File: src/rtl/fpadd_pkg.sv
// Shared types and width helpers for the sequential IEEE-754 adder/subtractor.
// Latency: n/a (declarations only).
// Backpressure: n/a.
// Contents: FSM state enum, default-format widths, width helper functions,
// and the canonical quiet-NaN pattern generator.
package fpadd_pkg;

  typedef enum logic [2:0] {
    IDLE, UNPACK, ALIGN, ADD, NORM, ROUND, DONE
  } state_t;

  // Default format is IEEE half precision.
  localparam int EXP_W_DEF  = 5;
  localparam int FRAC_W_DEF = 10;

  function automatic int word_w(input int exp_w, input int frac_w);
    return 1 + exp_w + frac_w;
  endfunction

  // {carry, hidden, fraction, G, R, S}
  function automatic int mant_w(input int frac_w);
    return frac_w + 5;
  endfunction

  localparam int WORD_W  = word_w(EXP_W_DEF, FRAC_W_DEF);
  localparam int MANT_W  = mant_w(FRAC_W_DEF);
  localparam int EXP_MAX = (1 << EXP_W_DEF) - 1;

  // Canonical NaN {0, all-ones exponent, 1, 0...}, right-aligned in 64 bits;
  // callers size-cast to their word width.
  function automatic logic [63:0] canon_nan(input int exp_w, input int frac_w);
    logic [63:0] w;
    w = ((64'd1 << exp_w) - 64'd1) << frac_w;
    w = w | (64'd1 << (frac_w - 1));
    return w;
  endfunction

endpackage

File: src/rtl/fp_round_rne.sv
// Combinational round-to-nearest-even incrementer on {hidden, fraction, G, R, S}.
// Latency: 0 cycles (pure combinational).
// Backpressure: none; output follows input.
// Ports: mant = {hidden, FRAC_W fraction, G, R, S}; rounded = {hidden, fraction}
// after rounding; cout = carry out of the hidden bit.
module fp_round_rne
  import fpadd_pkg::*;
#(
  parameter int FRAC_W = 10
) (
  input  logic [FRAC_W+3:0] mant,
  output logic [FRAC_W:0]   rounded,
  output logic              cout
);

  localparam int SIG_W = mant_w(FRAC_W) - 4;  // hidden + fraction

  logic inc;

  // Ties (G=1, R=S=0) round up only when the kept lsb is odd.
  assign inc = mant[2] & (mant[1] | mant[0] | mant[3]);

  assign {cout, rounded} = {1'b0, mant[FRAC_W+3:3]} + {{SIG_W{1'b0}}, inc};

endmodule

File: src/rtl/fp_addsub_seq.sv
// Iterative IEEE-754 adder/subtractor with RNE rounding, inf/NaN handling and flags.
// Latency: 2*FRAC_W+12 cycles worst case from St to Done; special operands finish early.
// Backpressure: St is only accepted in IDLE; pulses while Busy are dropped.
// Ports: CLK, RST (async, active-high); St/Sub/A/B request; Busy, Done pulse,
// Ovf/Unf/Zero flags and FPsum result, all held from Done until the next Done.
// Build option: define FPADD_DENORM_EN for gradual underflow; otherwise denormal
// inputs flush to zero and underflowing results become signed zero.
module fp_addsub_seq
  import fpadd_pkg::*;
#(
  parameter int EXP_W  = 5,
  parameter int FRAC_W = 10
) (
  input  logic                    CLK,
  input  logic                    RST,
  input  logic                    St,
  input  logic                    Sub,
  input  logic [EXP_W+FRAC_W:0]   A,
  input  logic [EXP_W+FRAC_W:0]   B,
  output logic                    Busy,
  output logic                    Done,
  output logic                    Ovf,
  output logic                    Unf,
  output logic                    Zero,
  output logic [EXP_W+FRAC_W:0]   FPsum
);

  localparam int WW = word_w(EXP_W, FRAC_W);
  localparam int MW = mant_w(FRAC_W);
  localparam int EW = EXP_W + 1;                 // widened exponent, never wraps
  localparam logic [EW-1:0] EMAX  = EW'((1 << EXP_W) - 1);
  localparam logic [EW-1:0] E_ONE = EW'(1);
  localparam logic [EW-1:0] E_COLLAPSE = EW'(FRAC_W + 3);
  localparam logic [WW-1:0] NAN_W = WW'(canon_nan(EXP_W, FRAC_W));

  state_t state, state_nx;

  logic [WW-1:0] a_q, b_q;                       // b_q carries the effective sign
  logic          xs, ys;
  logic [EW-1:0] xe, ye;
  logic [MW-1:0] xm, ym;

  // ---------------- operand classification (UNPACK) ----------------
  logic              a_s, b_s;
  logic [EXP_W-1:0]  a_e, b_e;
  logic [FRAC_W-1:0] a_f, b_f;
  logic              a_nan, b_nan, a_inf, b_inf, a_zero, b_zero, a_hid, b_hid;
  logic [EW-1:0]     a_ee, b_ee;
  logic [MW-1:0]     a_m, b_m;
  logic              swap, special;
  logic [WW-1:0]     spec_word;

  always_comb begin
    a_s = a_q[WW-1];
    b_s = b_q[WW-1];
    a_e = a_q[WW-2:FRAC_W];
    b_e = b_q[WW-2:FRAC_W];
    a_f = a_q[FRAC_W-1:0];
    b_f = b_q[FRAC_W-1:0];
    a_nan = (a_e == '1) & (|a_f);
    b_nan = (b_e == '1) & (|b_f);
    a_inf = (a_e == '1) & ~(|a_f);
    b_inf = (b_e == '1) & ~(|b_f);
`ifdef FPADD_DENORM_EN
    // Denormals: hidden 0, effective exponent 1.
    a_zero = (a_e == '0) & ~(|a_f);
    b_zero = (b_e == '0) & ~(|b_f);
    a_hid  = |a_e;
    b_hid  = |b_e;
    a_ee   = (a_e == '0) ? E_ONE : {1'b0, a_e};
    b_ee   = (b_e == '0) ? E_ONE : {1'b0, b_e};
`else
    // Flush-to-zero: any exp==0 operand counts as zero and never reaches ALIGN.
    a_zero = (a_e == '0);
    b_zero = (b_e == '0);
    a_hid  = 1'b1;
    b_hid  = 1'b1;
    a_ee   = {1'b0, a_e};
    b_ee   = {1'b0, b_e};
`endif
    a_m  = {1'b0, a_hid, a_f, 3'b000};
    b_m  = {1'b0, b_hid, b_f, 3'b000};
    swap = (b_ee > a_ee) | ((b_ee == a_ee) & (b_m > a_m));

    special   = 1'b1;
    spec_word = '0;
    if (a_nan | b_nan)                      spec_word = NAN_W;
    else if (a_inf & b_inf & (a_s != b_s))  spec_word = NAN_W;
    else if (a_inf)                         spec_word = a_q;
    else if (b_inf)                         spec_word = b_q;
    else if (a_zero & b_zero)               spec_word = {a_s & b_s, {(WW-1){1'b0}}};
    else if (a_zero)                        spec_word = b_q;
    else if (b_zero)                        spec_word = a_q;
    else                                    special   = 1'b0;
  end

  // ---------------- align / add / round helpers ----------------
  logic [EW-1:0]     diff;
  logic [MW-1:0]     add_m;
  logic [FRAC_W:0]   rnd_sig;
  logic              rnd_cout, rnd_hid, rnd_ovf;
  logic [EW-1:0]     rnd_e;

  assign diff  = xe - ye;
  // X >= Y after the swap, so the subtraction never goes negative.
  assign add_m = (xs == ys) ? (xm + ym) : (xm - ym);

  fp_round_rne #(.FRAC_W(FRAC_W)) u_rnd (
    .mant    (xm[MW-2:0]),
    .rounded (rnd_sig),
    .cout    (rnd_cout)
  );

  assign rnd_e   = rnd_cout ? (xe + E_ONE) : xe;
  assign rnd_hid = rnd_cout | rnd_sig[FRAC_W];   // 0 only for a denormal result
  assign rnd_ovf = (rnd_e >= EMAX);

  // ---------------- final result (one source per finishing state) ----------------
  logic          fin_vld, fin_ovf, fin_unf;
  logic [WW-1:0] fin_word;

  always_comb begin
    fin_vld  = 1'b0;
    fin_word = '0;
    fin_ovf  = 1'b0;
    fin_unf  = 1'b0;
    case (state)
      UNPACK: begin
        fin_vld  = special;
        fin_word = spec_word;
      end
      ADD: begin
        // Exact cancellation always yields +0.
        fin_vld = (xs != ys) & (add_m == '0);
      end
`ifndef FPADD_DENORM_EN
      NORM: begin
        if (!xm[MW-1] && !xm[MW-2] && (xe <= E_ONE)) begin
          fin_vld  = 1'b1;
          fin_word = {xs, {(WW-1){1'b0}}};
          fin_unf  = 1'b1;
        end
      end
`endif
      ROUND: begin
        fin_vld = 1'b1;
        if (rnd_ovf) begin
          fin_word = {xs, EMAX[EXP_W-1:0], {FRAC_W{1'b0}}};
          fin_ovf  = 1'b1;
        end else begin
          fin_word = {xs, (rnd_hid ? rnd_e[EXP_W-1:0] : {EXP_W{1'b0}}),
                      rnd_sig[FRAC_W-1:0]};
        end
        // Tiny (hidden still 0 before rounding) and inexact.
        fin_unf = ~xm[MW-2] & (|xm[2:0]);
      end
      default: ;
    endcase
  end

  // ---------------- FSM ----------------
  always_ff @(posedge CLK or posedge RST) begin
    if (RST) state <= IDLE;
    else     state <= state_nx;
  end

  always_comb begin
    state_nx = state;
    case (state)
      IDLE:   if (St) state_nx = UNPACK;
      UNPACK: state_nx = fin_vld ? DONE : ALIGN;
      ALIGN:  if (xe == ye) state_nx = ADD;
      ADD:    state_nx = fin_vld ? DONE : NORM;
      NORM: begin
        if (fin_vld)                  state_nx = DONE;
        else if (xm[MW-1] | xm[MW-2]) state_nx = ROUND;
        else if (xe > E_ONE)          state_nx = NORM;
        else                          state_nx = ROUND;  // denormal result
      end
      ROUND:  state_nx = DONE;
      DONE:   state_nx = IDLE;
      default: state_nx = IDLE;
    endcase
  end

  always_comb begin
    Busy = (state != IDLE);
    Done = (state == DONE);
  end

  // ---------------- datapath ----------------
  always_ff @(posedge CLK or posedge RST) begin
    if (RST) begin
      a_q   <= '0;
      b_q   <= '0;
      xs    <= 1'b0;
      ys    <= 1'b0;
      xe    <= '0;
      ye    <= '0;
      xm    <= '0;
      ym    <= '0;
      FPsum <= '0;
      Ovf   <= 1'b0;
      Unf   <= 1'b0;
      Zero  <= 1'b0;
    end else begin
      case (state)
        IDLE: begin
          if (St) begin
            a_q <= A;
            b_q <= {B[WW-1] ^ Sub, B[WW-2:0]};
          end
        end
        UNPACK: begin
          if (swap) begin
            xs <= b_s;  xe <= b_ee;  xm <= b_m;
            ys <= a_s;  ye <= a_ee;  ym <= a_m;
          end else begin
            xs <= a_s;  xe <= a_ee;  xm <= a_m;
            ys <= b_s;  ye <= b_ee;  ym <= b_m;
          end
        end
        ALIGN: begin
          if (xe != ye) begin
            if (diff > E_COLLAPSE) begin
              // Every bit of Y lands beyond S: only the sticky survives.
              ym <= {{(MW-1){1'b0}}, |ym};
              ye <= xe;
            end else begin
              ym <= {1'b0, ym[MW-1:2], |ym[1:0]};
              ye <= ye + E_ONE;
            end
          end
        end
        ADD: xm <= add_m;
        NORM: begin
          if (xm[MW-1]) begin
            xm <= {1'b0, xm[MW-1:2], |xm[1:0]};
            xe <= xe + E_ONE;
          end else if (!xm[MW-2] && (xe > E_ONE)) begin
            xm <= {xm[MW-2:0], 1'b0};
            xe <= xe - E_ONE;
          end
        end
        default: ;
      endcase

      if (fin_vld) begin
        FPsum <= fin_word;
        Ovf   <= fin_ovf;
        Unf   <= fin_unf;
        Zero  <= ~(|fin_word[WW-2:0]);
      end
    end
  end

endmodule

File: config.mk
export PLATFORM = sky130hd
export DESIGN_NAME = fp_addsub_seq
export DESIGN_NICKNAME = d
export VERILOG_FILES = /design/src/rtl/fpadd_pkg.sv /design/src/rtl/fp_round_rne.sv /design/src/rtl/fp_addsub_seq.sv
export SDC_FILE = /design/constraint.sdc
export NUM_CORES = 1
export LEC_CHECK = 0
export CAP_MARGIN = 20
export CELL_PAD_IN_SITES_DETAIL_PLACEMENT = 0
export CELL_PAD_IN_SITES_GLOBAL_PLACEMENT = 1
export CORE_AREA = 4 4 157 129
export DETAILED_ROUTE_END_ITERATION = 8
export DIE_AREA = 0 0 161 133
export MAX_ROUTING_LAYER = met4
export PLACE_DENSITY = 0.74
export RECOVER_POWER = 100
export SYNTH_ARGS = -nofsm -noshare
export SYNTH_HDL_FRONTEND = slang
export SYNTH_SLANG_ARGS = --single-unit
File: constraint.sdc
create_clock -name CLK -period 7.35 [get_ports CLK]
set_clock_uncertainty 0.05 [all_clocks]
set_input_delay 1.47 -clock CLK [delete_from_list [all_inputs] [get_ports CLK]]
set_output_delay 1.47 -clock CLK [all_outputs]
set_load 0.02 [all_outputs]
==> metrics.cfg <==
[sta]
rsz0062_at_grt = false
fmax_mhz = 182
drv_slew = 152
worst_pin_slew_ps = 2240
tns_ps = 0
hold_viol_final = 0
post-route-period-util_pct = 74.8
relSlewSlack_pct = -49.3
min_period_ps = 5500
setup_viol = 0

[grt]
grt-ovfl-total = 0
grt.total_usage_pct = 21.0
grt_pass1_wl_um = 34400
grt_start_max_net_pins = 56
antenna_found_initial = 0
grt_pass1_vias = 5860

[synth]
netlist_top_cells_count = dfrtp_1, nor2_1, nand2_1, a21oi_1, o21ai_0
synth_area_um2 = 7340
ys.flop_type = dfrtp_1
synth_cell_types = 68
synth_compound_gate_area_share_pct = 21.0
synth_area_leaders = dfrtp_1, ha_1, mux2_2
async_reset_ff_share_pct = 100
synth.most_common_cell = dfrtp_1
synth-adder-area-share_pct = 7.87
synth_top_family_by_area = compound AO/OA/AOI/OAI gates
synth_edf_count = 0
seq_area_frac_synth_pct = 33.1
syn_inst = 844
muxShareOfSynthArea_pct = 9.39
yosys.area.top_type = dfrtp_1
synth_top_area_share_pct = 33.1
syn_avg_cell_area_um2 = 8.70
yosys.area_share.simple_pct = 18.7
post_synth_xor_area_fraction_pct = 5.59
ys_warn_count = 0
ys_ff_latch = 97
syn-num-nets = 925

[routing]
viasPerCell = 5.65
wire_per_inst_um = 19.1
first_pass_iters = 5
dr_total_vias = 6456
routed_wirelength_um = 21800
drtAntennaViolNets = 0
drc = 0
drt_iter0_drc = 512

[setup_path]
end_kind = register
r2r-end = FPsum[14]$_DFFE_PP0N_
ff2ff_setup_slack_ps = 1850
rr_worst_depth = 13
worst_ep_required_time_ps = 7540
start_kind = register
crit_type = register to register
worstPathMaxFanout = 22
arrival_ps = 5690
reg2reg_from = ym[2]$_DFFE_PP0P_

[cts]
post_cts_buffers = 0
clockBufferDepth = 2
cts_made_buffers = 9
insertion_delay_ps = 360
cts_tree = yes
clk_pin_slew_ps = 70
hold_buffers = 0
clkSinkCount = 97
htreeDepth = 3
post_cts_resized = 0
cts-root-buf = clkbuf_16

[placement]
dp_hpwl_um = 16700
gp_congestion = 0.857
io_buffers = 56

[floorplanning]
die-area_um2 = 21400
io_pins = 57
die_h_um = 133
die_x_um = 161
initial_core_util_pct = 39.3
std_cell_rows = 45
core_area_um2 = 18700

[final_layout]
layout.nets = 960
n_antenna_cell = 0
n_fill_cell = 1921
syn2layout_area_growth_pct = 14.1
layout-drive-gt1-share_pct = 6.67

[min_path]
hp-start = FPsum[4]$_DFFE_PP0N_
hold_path_end = FPsum[4]$_DFFE_PP0N_
hold_class = register to register
whs_path_depth = 1

[run_status]
status = complete, but fails checks
violations = max-capacitance violations, max-slew violations

[run]
drv_cap = 4

[flip-flops by register name, indices dropped and copies added, names as in the netlist]
name,flops
ys,1
Zero,1
b_q,16
state,3
ym,14
a_q,16
FPsum,16
Unf,1
ye,6
xm,15
Ovf,1
xe,6
xs,1
[layout by cell type (no fill, tap or decap), types with 16 or more instances in the layout]
cell type,synthesis,final
dfrtp_1,97,97
nor2_1,83,82
nand2_1,63,63
a21oi_1,57,58
o21ai_0,48,51
ha_1,43,43
inv_1,42,41
clkdlybuf4s50_1,0,33
mux2_2,38,28
xor2_1,27,27
mux2i_1,25,25
dlygate4sd3_1,0,23
nor3_1,21,21
nand3_1,18,18
xnor2_1,18,18
a221oi_1,16,16
[how the worst max path moves through the flow]
stage / from / end / cells past startpoint
floorplan: ym[2]$_DFFE_PP0P_ / FPsum[3]$_DFFE_PP0N_ / 16
global placement: ym[2]$_DFFE_PP0P_ / FPsum[14]$_DFFE_PP0N_ / 13
detailed placement: ym[2]$_DFFE_PP0P_ / FPsum[14]$_DFFE_PP0N_ / 13
CTS: ym[2]$_DFFE_PP0P_ / FPsum[14]$_DFFE_PP0N_ / 13
global route: ym[2]$_DFFE_PP0P_ / FPsum[14]$_DFFE_PP0N_ / 16
finish: ym[2]$_DFFE_PP0P_ / FPsum[14]$_DFFE_PP0N_ / 13
[layout make-up]
type,count,area [um^2],share of cell area (%)
Inverter,42,159,1.90
Multi-Input combinational cell,665,4580,54.7
Timing Repair Buffer,64,609,7.27
Clock buffer,10,229,2.73
Tap cell,258,323,3.85
Sequential cell,97,2430,29.0
Clock inverter,6,48.8,0.583
[metal layers]
metal	wire, um	GRT usage, %	up-vias
met5	0	-	-
met4	197	3.60	0
met3	1480	3.49	15
met2	9000	28.0	189
met1	11200	33.2	3085
li1	-	-	3167
[critical path, cell delays in order, from the launching register on]
cell	delay [ps]
dfrtp_1	450
or4_1	560
or3_1	360
or4_1	500
nor3_1	170
nor2_1	70
xor2_1	150
ha_1	240
a2111oi_0	480
o21bai_1	150
a21oi_1	200
xnor2_1	120
a21oi_1	1480
mux2_1	390
[metrics by stage]
stage	instances	instance area [um^2]	setup slack, ps	utilization, %	hold slack [ps]
6_report	1142	8380	1850	44.8	426
4_1_cts	1141	8400	2800	45.0	437
3_5_place_dp	1125	8130	2820	43.5	421
3_3_place_gp	1124	8120	2850	43.4	418
5_1_grt	1142	8380	1520	44.8	446
2_1_floorplan	844	7340	3150	-	419
[logic make-up after synthesis]
kind of cell               count (synthesis)
DFF                                       97
xor gates and xnor gates                  46
AOI/OAI and AO/OA                        235
and+or+nand+nor                          275
buffers and inverters                     82
adders and majority gates                 45
muxes                                     64
Power is left out: the tool's default activity adds up to more than one toggle a clock period on the data nets, which glitch-free logic cannot reach.
